==> config.mk <==
export PLATFORM = sky130hd
export DESIGN_NAME = ifetch_unit
export DESIGN_NICKNAME = d
export VERILOG_FILES = /design/src/rtl/ifetch_unit.sv
export SDC_FILE = /design/constraint.sdc
export NUM_CORES = 1
export LEC_CHECK = 0
export ABC_AREA = 0
export BUFFER_PORTS_ARGS = -buffer_cell sky130_fd_sc_hd__buf_2
export CORE_ASPECT_RATIO = 0.5
export CORE_UTILIZATION = 48
export CTS_CLUSTER_DIAMETER = 100
export DETAILED_ROUTE_END_ITERATION = 8
export GPL_TIMING_DRIVEN = 0
export PLACE_DENSITY_LB_ADDON = 0.05
export SETUP_SLACK_MARGIN = 0.05
export SLEW_MARGIN = 0
export SYNTH_ARGS = -nofsm -noshare
export SYNTH_HDL_FRONTEND = slang
export SYNTH_SLANG_ARGS = --single-unit
==> constraint.sdc <==
create_clock -name pc_clk -period 5.1 [get_ports pc_clk]
set_input_delay 1.275 -clock pc_clk [delete_from_list [all_inputs] [get_ports pc_clk]]
set_output_delay 1.275 -clock pc_clk [all_outputs]
set_load 0.02 [all_outputs]
==> src/rtl/ifetch_unit.sv <==
// -----------------------------------------------------------------------------
// ifetch_unit
//
// Instruction fetch stage sitting directly behind the PC register. One fetch
// is in flight at a time: request the current PC, wait for the single
// response that follows the grant, hold the word for decode, then request
// again. A one-cycle pc_advance strobe tells the upstream next-PC mux to
// load PC+4 exactly once per instruction delivered to decode.
//
// Handshakes (all sampled on the rising edge of pc_clk):
//   imem_req/imem_gnt       : a request is accepted in any cycle where both
//                             are high; imem_addr is only meaningful then.
//   imem_rvalid/imem_rdata  : exactly one response per grant, at least one
//                             cycle after it; no back-pressure on responses.
//   if_valid/if_ready       : the word in if_instr/if_pc transfers to decode
//                             in a cycle where both are high; while if_valid
//                             is high and no transfer occurs, if_instr and
//                             if_pc stay stable.
//
// Ports:
//   pc_clk        clock, rising edge
//   rst           asynchronous, active-high reset
//   pc_in         current PC from the PC register
//   pc_advance    one-cycle strobe: PC register loads PC+4 at the next edge
//   imem_req      instruction memory request
//   imem_addr     request address (follows pc_in)
//   imem_gnt      memory accepted the request this cycle
//   imem_rvalid   response valid
//   imem_rdata    response data
//   flush         redirect: drop held/in-flight instruction
//   if_valid      if_instr/if_pc valid to decode
//   if_ready      decode accepts
//   if_instr      instruction register
//   if_pc         PC of if_instr
//   misalign_err  sticky: a fetch was attempted at a PC with [1:0] != 0
//   dbg_state     current FSM state, for observation only
// -----------------------------------------------------------------------------
module ifetch_unit #(
  parameter int ADDR_W = 32,
  parameter int DATA_W = 32
) (
  input  logic              pc_clk,
  input  logic              rst,
  input  logic [ADDR_W-1:0] pc_in,
  output logic              pc_advance,
  output logic              imem_req,
  output logic [ADDR_W-1:0] imem_addr,
  input  logic              imem_gnt,
  input  logic              imem_rvalid,
  input  logic [DATA_W-1:0] imem_rdata,
  input  logic              flush,
  output logic              if_valid,
  input  logic              if_ready,
  output logic [DATA_W-1:0] if_instr,
  output logic [ADDR_W-1:0] if_pc,
  output logic              misalign_err,
  output logic [2:0]        dbg_state
);

  // REQ   : requesting pc_in, waiting for a grant
  // WAIT  : granted, waiting for the response
  // HOLD  : instruction presented to decode
  // DRAIN : a granted fetch was flushed; swallow its response
  // HALT  : misaligned PC seen; frozen until reset
  typedef enum logic [2:0] {
    S_REQ   = 3'd0,
    S_WAIT  = 3'd1,
    S_HOLD  = 3'd2,
    S_DRAIN = 3'd3,
    S_HALT  = 3'd4
  } state_t;

  state_t state;
  state_t state_nxt;

  logic              pc_misaligned;
  logic [ADDR_W-1:0] req_pc;

  // Strobes from the output decode into the datapath registers.
  logic ld_req_pc;
  logic ld_instr;
  logic set_misalign;

  assign pc_misaligned = |pc_in[1:0];

  // ---------------------------------------------------------------------------
  // State register
  // ---------------------------------------------------------------------------
  always_ff @(posedge pc_clk or posedge rst) begin
    if (rst) begin
      state <= S_REQ;
    end else begin
      state <= state_nxt;
    end
  end

  // ---------------------------------------------------------------------------
  // Next-state logic
  // ---------------------------------------------------------------------------
  always_comb begin
    state_nxt = state;
    case (state)
      S_REQ: begin
        if (pc_misaligned) begin
          state_nxt = S_HALT;
        end else if (imem_gnt) begin
          // A flush in the grant cycle still leaves a response owed to us,
          // so it has to be drained rather than simply forgotten.
          state_nxt = flush ? S_DRAIN : S_WAIT;
        end
      end
      S_WAIT: begin
        if (imem_rvalid) begin
          state_nxt = flush ? S_REQ : S_HOLD;
        end else if (flush) begin
          state_nxt = S_DRAIN;
        end
      end
      S_HOLD: begin
        // Responses arriving here are protocol errors and are ignored.
        if (flush || if_ready) begin
          state_nxt = S_REQ;
        end
      end
      S_DRAIN: begin
        if (imem_rvalid) begin
          state_nxt = S_REQ;
        end
      end
      S_HALT: begin
        state_nxt = S_HALT;
      end
      default: begin
        state_nxt = S_REQ;
      end
    endcase
  end

  // ---------------------------------------------------------------------------
  // Output decode
  // ---------------------------------------------------------------------------
  // imem_req and pc_advance are gated by rst so they are low for the whole
  // reset window, not only once the state register has been cleared.
  always_comb begin
    imem_req     = 1'b0;
    pc_advance   = 1'b0;
    if_valid     = 1'b0;
    ld_req_pc    = 1'b0;
    ld_instr     = 1'b0;
    set_misalign = 1'b0;
    case (state)
      S_REQ: begin
        if (pc_misaligned) begin
          set_misalign = 1'b1;
        end else begin
          imem_req  = ~rst;
          ld_req_pc = imem_gnt;
        end
      end
      S_WAIT: begin
        if (imem_rvalid && !flush) begin
          pc_advance = ~rst;
          ld_instr   = 1'b1;
        end
      end
      S_HOLD: begin
        if_valid = 1'b1;
      end
      default: begin
      end
    endcase
  end

  assign imem_addr = pc_in;
  assign dbg_state = state;

  // ---------------------------------------------------------------------------
  // Datapath registers
  // ---------------------------------------------------------------------------
  // The PC register upstream may move on (flush) while a fetch is in flight,
  // so the granted address is kept here to tag the returned word.
  always_ff @(posedge pc_clk or posedge rst) begin
    if (rst) begin
      req_pc <= '0;
    end else if (ld_req_pc) begin
      req_pc <= pc_in;
    end
  end

  always_ff @(posedge pc_clk or posedge rst) begin
    if (rst) begin
      if_instr <= '0;
      if_pc    <= '0;
    end else if (ld_instr) begin
      if_instr <= imem_rdata;
      if_pc    <= req_pc;
    end
  end

  always_ff @(posedge pc_clk or posedge rst) begin
    if (rst) begin
      misalign_err <= 1'b0;
    end else if (set_misalign) begin
      misalign_err <= 1'b1;
    end
  end

endmodule

==> run_results.csv, run 1 <==
group,metric,value,unit
detailed_routing,ant_nets,0,
setup_path,timing.critical_path.slowest_stage_cell,"sky130_fd_sc_hd__clkinvlp_4",
timing,maxClockFrequency,261,MHz
cells_and_area,layout.cells.non_filler,573,
detailed_routing,dr.first_iter.drc_count,73,
cts,cts.reportedPaths.clkPinSlew,60,ps
setup_path,timing.critical_path.arrival,2560,ps
cts,clock_tree.htree_level_count,3,
pwr,leakage,3.27,nW
cells_and_area,insertedDiodeCount,0,
detailed_routing,remaining_drc_errors,0,
logic_synthesis,yosys-mux-area-fraction,0.286,
cts,cts_setup_buffers,0,
logic_synthesis,post_synth.cell_area_avg,16.3,um2
setup_path,start_kind,"input port",
grt,antenna_found_initial,0,
timing,post-route-period-util,0.752,
logic_synthesis,synthesis.area,4350,um2
timing,setup_ws,1270,ps
timing,clock-skew-final,4.43,ps
cts,cts-resized-gates,0,
setup_path,critical_path_buf_inv_count,4,
cts,ctsLongestPathBuffers,2,
setup_path,cell_occurring_most_often_along_the_worst_timing_path,"sky130_fd_sc_hd__buf_2",
logic_synthesis,ys_dominant_reg_cell,"sky130_fd_sc_hd__dfrtp_1",
detailed_routing,post_drt_wl_per_cell,14.2,um
logic_synthesis,synth_warnings,0,
run_status,status,"completed",
setup_path,criticalPathCategory,"in -> out",
detailed_routing,postRouteWirelength,8.12,mm
cts,clk_root_buffer_cell,"sky130_fd_sc_hd__clkbuf_16",
floorplan,die-height,69.3,um
floorplan,floorplan.core_area,8740,um2
logic_synthesis,synth_fa_ha_area_frac,0,
pwr,powerDensity,305,nW/um2
timing,max_slew.worst_pin.slew,561,ps
logic_synthesis,yosysSeqAreaShare,0.576,
cells_and_area,layout.nets,522,
setup_path,crit_chain,"buf_2 > clkinvlp_4 > buf_12 > and2_1 > buf_2",
cts,tritoncts_buffers,9,
logic_synthesis,ys_ff_latch,100,
logic_synthesis,synthXorXnorAreaFrac,0,
cts,tritoncts_num_sinks,100,
timing,final_worst_path_period_need,3830,ps
flow_run,cap_viol_max_count,0,
logic_synthesis,syn-instance-count,267,
floorplan,floorplan.rows,24,
cts,clock_insertion_delay_worst_skew,340,ps
grt,grt_first_pass_wirelength,13.3,mm
placed_design,dp.final_hpwl,6.03,mm
placed_design,dpl.cell_count,558,
logic_synthesis,combinational_family_with_the_most_area_after_synthesis,"multiplexers",
timing,finalHoldViolCount,0,
grt,first_global_vias,2763,
logic_synthesis,postSynthNetCount,337,
setup_path,cpPeakStageDelay,460,ps
logic_synthesis,netlist-cell-type-count,28,
detailed_routing,dr.pass1.iters,3,
setup_path,critPathCaptureType,"primary output",
floorplan,io_pins,173,
floorplan,die-area,9460,um2
timing,timing.max_slew.rel_slack,0.625,
grt,maximum_number_of_pins_on_one_net_before_global_route_repair,47,
logic_synthesis,compound_gate_fraction_of_synth_area,0.0107,
cells_and_area,areaGrowthSynthToFinish,32.3,%
timing,timing.final.setup_violations,0,
floorplan,start_util,0.497,
pwr,irDropWorstVdd,213,uV
grt,overflow,0,
detailed_routing,via_per_inst,4.64,
placed_design,dp_slack,1200,ps
setup_path,cp_max_fo,33,
min_path,worst_hold_path_type,"reg -> reg",
cells_and_area,post_route_cells_drive_above_1_share,0.673,
floorplan,die_x,137,um
placed_design,io_buffers,172,
timing,grt_setup_unrepaired,"no",
logic_synthesis,number_of_enable_flip_flop_cells_after_synthesis,0,
logic_synthesis,synthSimpleGateAreaFrac,0.0377,
timing,maxSlewViolCount,0,
detailed_routing,route.vias.total,2661,
grt,grt_usage,0.182,
logic_synthesis,synth-async-reset-ratio,1.00,
cts,holdBufCountCts,0,
setup_path,cp_top_family,"buffers and inverters",
setup_path,timing.critical_path.required,3830,ps
placed_design,final_wtd_congestion,0.700,
cts,clock_tree_from_tritoncts,"yes",
[through the flow]
| stage | utilization | power (W) | hold slack (ps) | setup TNS, ps | area, um2 |
|---|---|---|---|---|---|
| global route | 0.658 | 0.00182 | 506 | 0 | 5750 |
| global placement | 0.613 | 0.000957 | 462 | -52.5 | 5360 |
| detailed placement | 0.618 | 0.000966 | 465 | 0 | 5400 |
| finish | 0.658 | 0.00175 | 486 | 0 | 5750 |
| CTS | 0.658 | 0.00177 | 488 | 0 | 5750 |
| floorplan | - | 0.000906 | 454 | 0 | 4350 |
[routing by layer]
layer / share of wire / GRT usage / wire (um) / up-vias
li1: - / - / - / 1261
met1: 0.45 / 0.232 / 3660 / 1294
met2: 0.46 / 0.298 / 3740 / 99
met3: 0.081 / 0.0673 / 659 / 7
met4: 0.0078 / 0.0395 / 63 / 0
met5: 0 / 0 / 0 / -
[final timing paths]
kind	from	endpoint	slack, ps	cells past startpoint
worst max-delay path	rst	pc_advance	1270	5
worst min-delay path	req_pc[9]	req_pc[9]	490	1
worst max register to register	dbg_state[2]	if_instr[21]	3420	5
worst min register to register	req_pc[9]	req_pc[9]	490	1
max in group asynchronous	rst	if_instr[22]	3500	3
min in group asynchronous	rst	misalign_err	1000	2
[state kept, by name (all words and copies together), names as in the netlist]
name,cells
dbg_state,3
if_instr,32
if_pc,32
misalign_err,1
req_pc,32
[final cells by class]
type / instances / area, um2
repair buffers: 174 / 901
clock buffers: 10 / 229
fillers: 662 / 2990
inverters: 1 / 7.51
clock inverters: 5 / 125
multi-input cells: 123 / 1450
plain buffers: 43 / 388
flip-flops and latches: 100 / 2500
well taps: 117 / 146
[power breakdown]
| part | internal, W | leakage, nW | switching, W | total, W |
|---|---|---|---|---|
| registers | 0.000812 | 1.38 | 0.00000906 | 0.000821 |
| clock network | 0.000525 | 0.173 | 0.000278 | 0.000804 |
| logic | 0.0000625 | 1.72 | 0.0000645 | 0.000127 |
| total | 0.00140 | 3.27 | 0.000352 | 0.00175 |
[synthesized netlist by cell type, types with 2 or more instances]
master | number | area (um2)
sky130_fd_sc_hd__dfrtp_1 | 100 | 2500
sky130_fd_sc_hd__mux2_4 | 49 | 736
sky130_fd_sc_hd__buf_4 | 33 | 248
sky130_fd_sc_hd__mux2_1 | 25 | 282
sky130_fd_sc_hd__mux2_2 | 20 | 225
sky130_fd_sc_hd__buf_12 | 6 | 120
sky130_fd_sc_hd__buf_2 | 4 | 20.0
sky130_fd_sc_hd__nor3_1 | 4 | 20.0
sky130_fd_sc_hd__and2_1 | 3 | 18.8
sky130_fd_sc_hd__nand2_1 | 3 | 11.3
sky130_fd_sc_hd__nor2_1 | 2 | 7.51
sky130_fd_sc_hd__nor2b_1 | 2 | 12.5
[cells in the final DEF (no fill, tap or decap), drive strengths merged, types with 2 or more instances in the layout]
master	Yosys	final
and2	3	3
nand2	3	3
clkbuf	0	10
buf	43	217
bufinv	0	4
mux2	94	94
dfrtp	100	100
nor2	4	4
nor2b	2	2
nor3	4	4
[worst register-to-register path: stages (launching register included)]
cell and delay [ps]:
sky130_fd_sc_hd__dfrtp_1 460, sky130_fd_sc_hd__nor2_4 200, sky130_fd_sc_hd__and4b_4 280, sky130_fd_sc_hd__buf_12 160, sky130_fd_sc_hd__buf_12 160, sky130_fd_sc_hd__mux2_4 310
[cells by family (layout without fill, tap and decap cells)]
group	after synthesis	after routing
DFF	100	100
AOI/OAI and AO/OA	6	6
and+or+nand+nor	23	23
buffers and inverters	44	233
muxes	94	94
Note: power is estimated with default switching activity, not from simulation.
==> inputs of run 2 (changes only) <==
- clock period: 5.1 -> 3.9 ns (I/O delays scaled with it)
==> run_results.csv, run 2 (synthesis gave the netlist of run 1 again) <==
group,metric,value,unit
timing,timing.max_slew.rel_slack,0.433,
setup_path,worstReg2RegEnd,"if_instr[14]",
cts,ctsLongestPathBuffers,2,
setup_path,critPathCaptureType,"primary output",
placed_design,dp.final_hpwl,6.34,mm
detailed_routing,via_per_inst,4.69,
setup_path,criticalPathCategory,"in -> out",
grt,first_global_vias,2792,
detailed_routing,ant_nets,0,
cts,tritoncts_num_sinks,100,
placed_design,dpl.cell_count,558,
floorplan,floorplan.core_area,8740,um2
timing,clock-skew-final,5.07,ps
cts,clock_tree.htree_level_count,3,
min_path,hold_path_startpoint,"misalign_err",
detailed_routing,met2RoutedLength,4.09,mm
setup_path,start_kind,"input port",
setup_path,r2r_setup_slk,2220,ps
cts,cts-resized-gates,0,
grt,maximum_number_of_pins_on_one_net_before_global_route_repair,40,
detailed_routing,dr.pass1.iters,6,
placed_design,io_buffers,172,
cells_and_area,areaGrowthSynthToFinish,31.8,%
cells_and_area,final_util,0.656,
cts,clock_tree_from_tritoncts,"yes",
cts,holdBufCountCts,0,
floorplan,die_x,137,um
placed_design,dp_slack,175,ps
floorplan,die-area,9460,um2
pwr,leakage,3.25,nW
min_path,holdPathStages,1,
cells_and_area,layout.cells.most_common,"sky130_fd_sc_hd__buf_2",
timing,finalHoldViolCount,0,
timing,setup_total_negative_slack,0,ps
timing,final_worst_path_period_need,3450,ps
min_path,timing.hold.worst_endpoint,"misalign_err",
setup_path,cp_max_fo,39,
run_status,status,"completed",
cts,clock_insertion_delay_worst_skew,330,ps
setup_path,r2r_cells,5,
grt,antenna_found_initial,0,
detailed_routing,wl_met1,3.96,mm
grt,grt_usage,0.191,
floorplan,start_util,0.497,
detailed_routing,post_drt_wl_per_cell,15.2,um
timing,timing.final.setup_violations,0,
detailed_routing,dr.first_iter.drc_count,71,
detailed_routing,dr.max_layer_used,"met4",
setup_path,cpPeakStageDelay,440,ps
detailed_routing,routed-wl-met3,607,um
detailed_routing,postRouteWirelength,8.72,mm
cells_and_area,post_route_cells_drive_above_1_share,0.675,
setup_path,timing.critical_path.arrival,2480,ps
timing,setup_ws,448,ps
detailed_routing,remaining_drc_errors,0,
cells_and_area,layout.nets,523,
setup_path,crit_chain,"buf_2 > clkinvlp_4 > buf_12 > buf_12 > and2_1 > buf_2",
cells_and_area,most-common-layout-cells,"sky130_fd_sc_hd__buf_2, sky130_fd_sc_hd__dfrtp_1, sky130_fd_sc_hd__mux2_4, sky130_fd_sc_hd__buf_4, sky130_fd_sc_hd__mux2_1",
grt,grt_first_pass_wirelength,13.9,mm
flow_run,cap_viol_max_count,0,
floorplan,io_pins,173,
cells_and_area,layout.filler_cells,687,
floorplan,die-height,69.3,um
cts,tritoncts_buffers,9,
min_path,worst_hold_path_type,"reg -> reg",
timing,maxClockFrequency,290,MHz
timing,grt_setup_unrepaired,"no",
cts,clk_root_buffer_cell,"sky130_fd_sc_hd__clkbuf_16",
pwr,power.total,0.00220,W
grt,overflow,0,
pwr,powerDensity,383,nW/um2
placed_design,final_wtd_congestion,0.738,
cts,cts.reportedPaths.clkPinSlew,60,ps
timing,maxSlewViolCount,0,
timing,max_slew.worst_pin.slew,845,ps
pwr,irDropWorstVdd,280,uV
cells_and_area,top_regs,"if_instr: 32 flops, if_pc: 32 flops, req_pc: 32 flops",
cells_and_area,insertedDiodeCount,0,
floorplan,floorplan.rows,24,
detailed_routing,route.vias.total,2696,
timing,post-route-period-util,0.885,
setup_path,timing.critical_path.slowest_stage_cell,"sky130_fd_sc_hd__clkinvlp_4",
cells_and_area,layout.cells.non_filler,575,
setup_path,rr_startpoint,"dbg_state[2]",
setup_path,timing.critical_path.required,2920,ps
## run 2: cell count changes in the layout (fill, tap and decap cells not counted), sizes merged
cell / previous run / this run
clkinvlp: 1 / 4
clkbuf: 10 / 11
inv: 0 / 1
clkinv: 1 / 0
bufinv: 4 / 2
## run 2: per-stage QoR
stage	hold WS (ps)	area [um2]
3_5_place_dp	460	5400
4_1_cts	478	5720
3_3_place_gp	460	5360
6_report	475	5730
5_1_grt	502	5730
2_1_floorplan	454	4350
## run 2: where the power goes
group / internal (W) / switching, W
Sequential: 0.00106 / 0.0000119
Clock: 0.000582 / 0.000371
Combinational: 0.0000820 / 0.0000882
## run 2: layout make-up
class / instances / area [um2] / area share
plain buffers: 43 / 388 / 0.0677
repair inverters: 1 / 5.00 / 0.000874
inverters: 1 / 7.51 / 0.00131
flip-flops and latches: 100 / 2500 / 0.437
clock buffers: 11 / 243 / 0.0424
clock inverters: 5 / 83.8 / 0.0146
repair buffers: 174 / 901 / 0.157
well taps: 117 / 146 / 0.0256
multi-input cells: 123 / 1450 / 0.254
## run 2: worst max-delay path by stage
stage / from / end / slack, ps
2_1_floorplan: rst / pc_advance / 40
3_3_place_gp: rst / pc_advance / -670
3_5_place_dp: rst / pc_advance / 170
4_1_cts: rst / pc_advance / 160
5_1_grt: rst / pc_advance / 260
6_report: rst / pc_advance / 450
## run 2: timing repair
item	in CTS	in global routing
setup endpoints to repair	0	1
endpoints found under the hold margin	0	0
buffers inserted	0	0
## run 2: worst max-delay path, delay by kind of cell
family        cells  cell delay [ps]
simple gates      1              140
buf+inv           5             1340
## run 2: per-layer routing
metal | GRT usage | vias to the layer above
li1 | - | 1267
met2 | 0.321 | 98
met3 | 0.0621 | 6
met1 | 0.242 | 1325
met5 | 0 | -
met4 | 0.0407 | 0
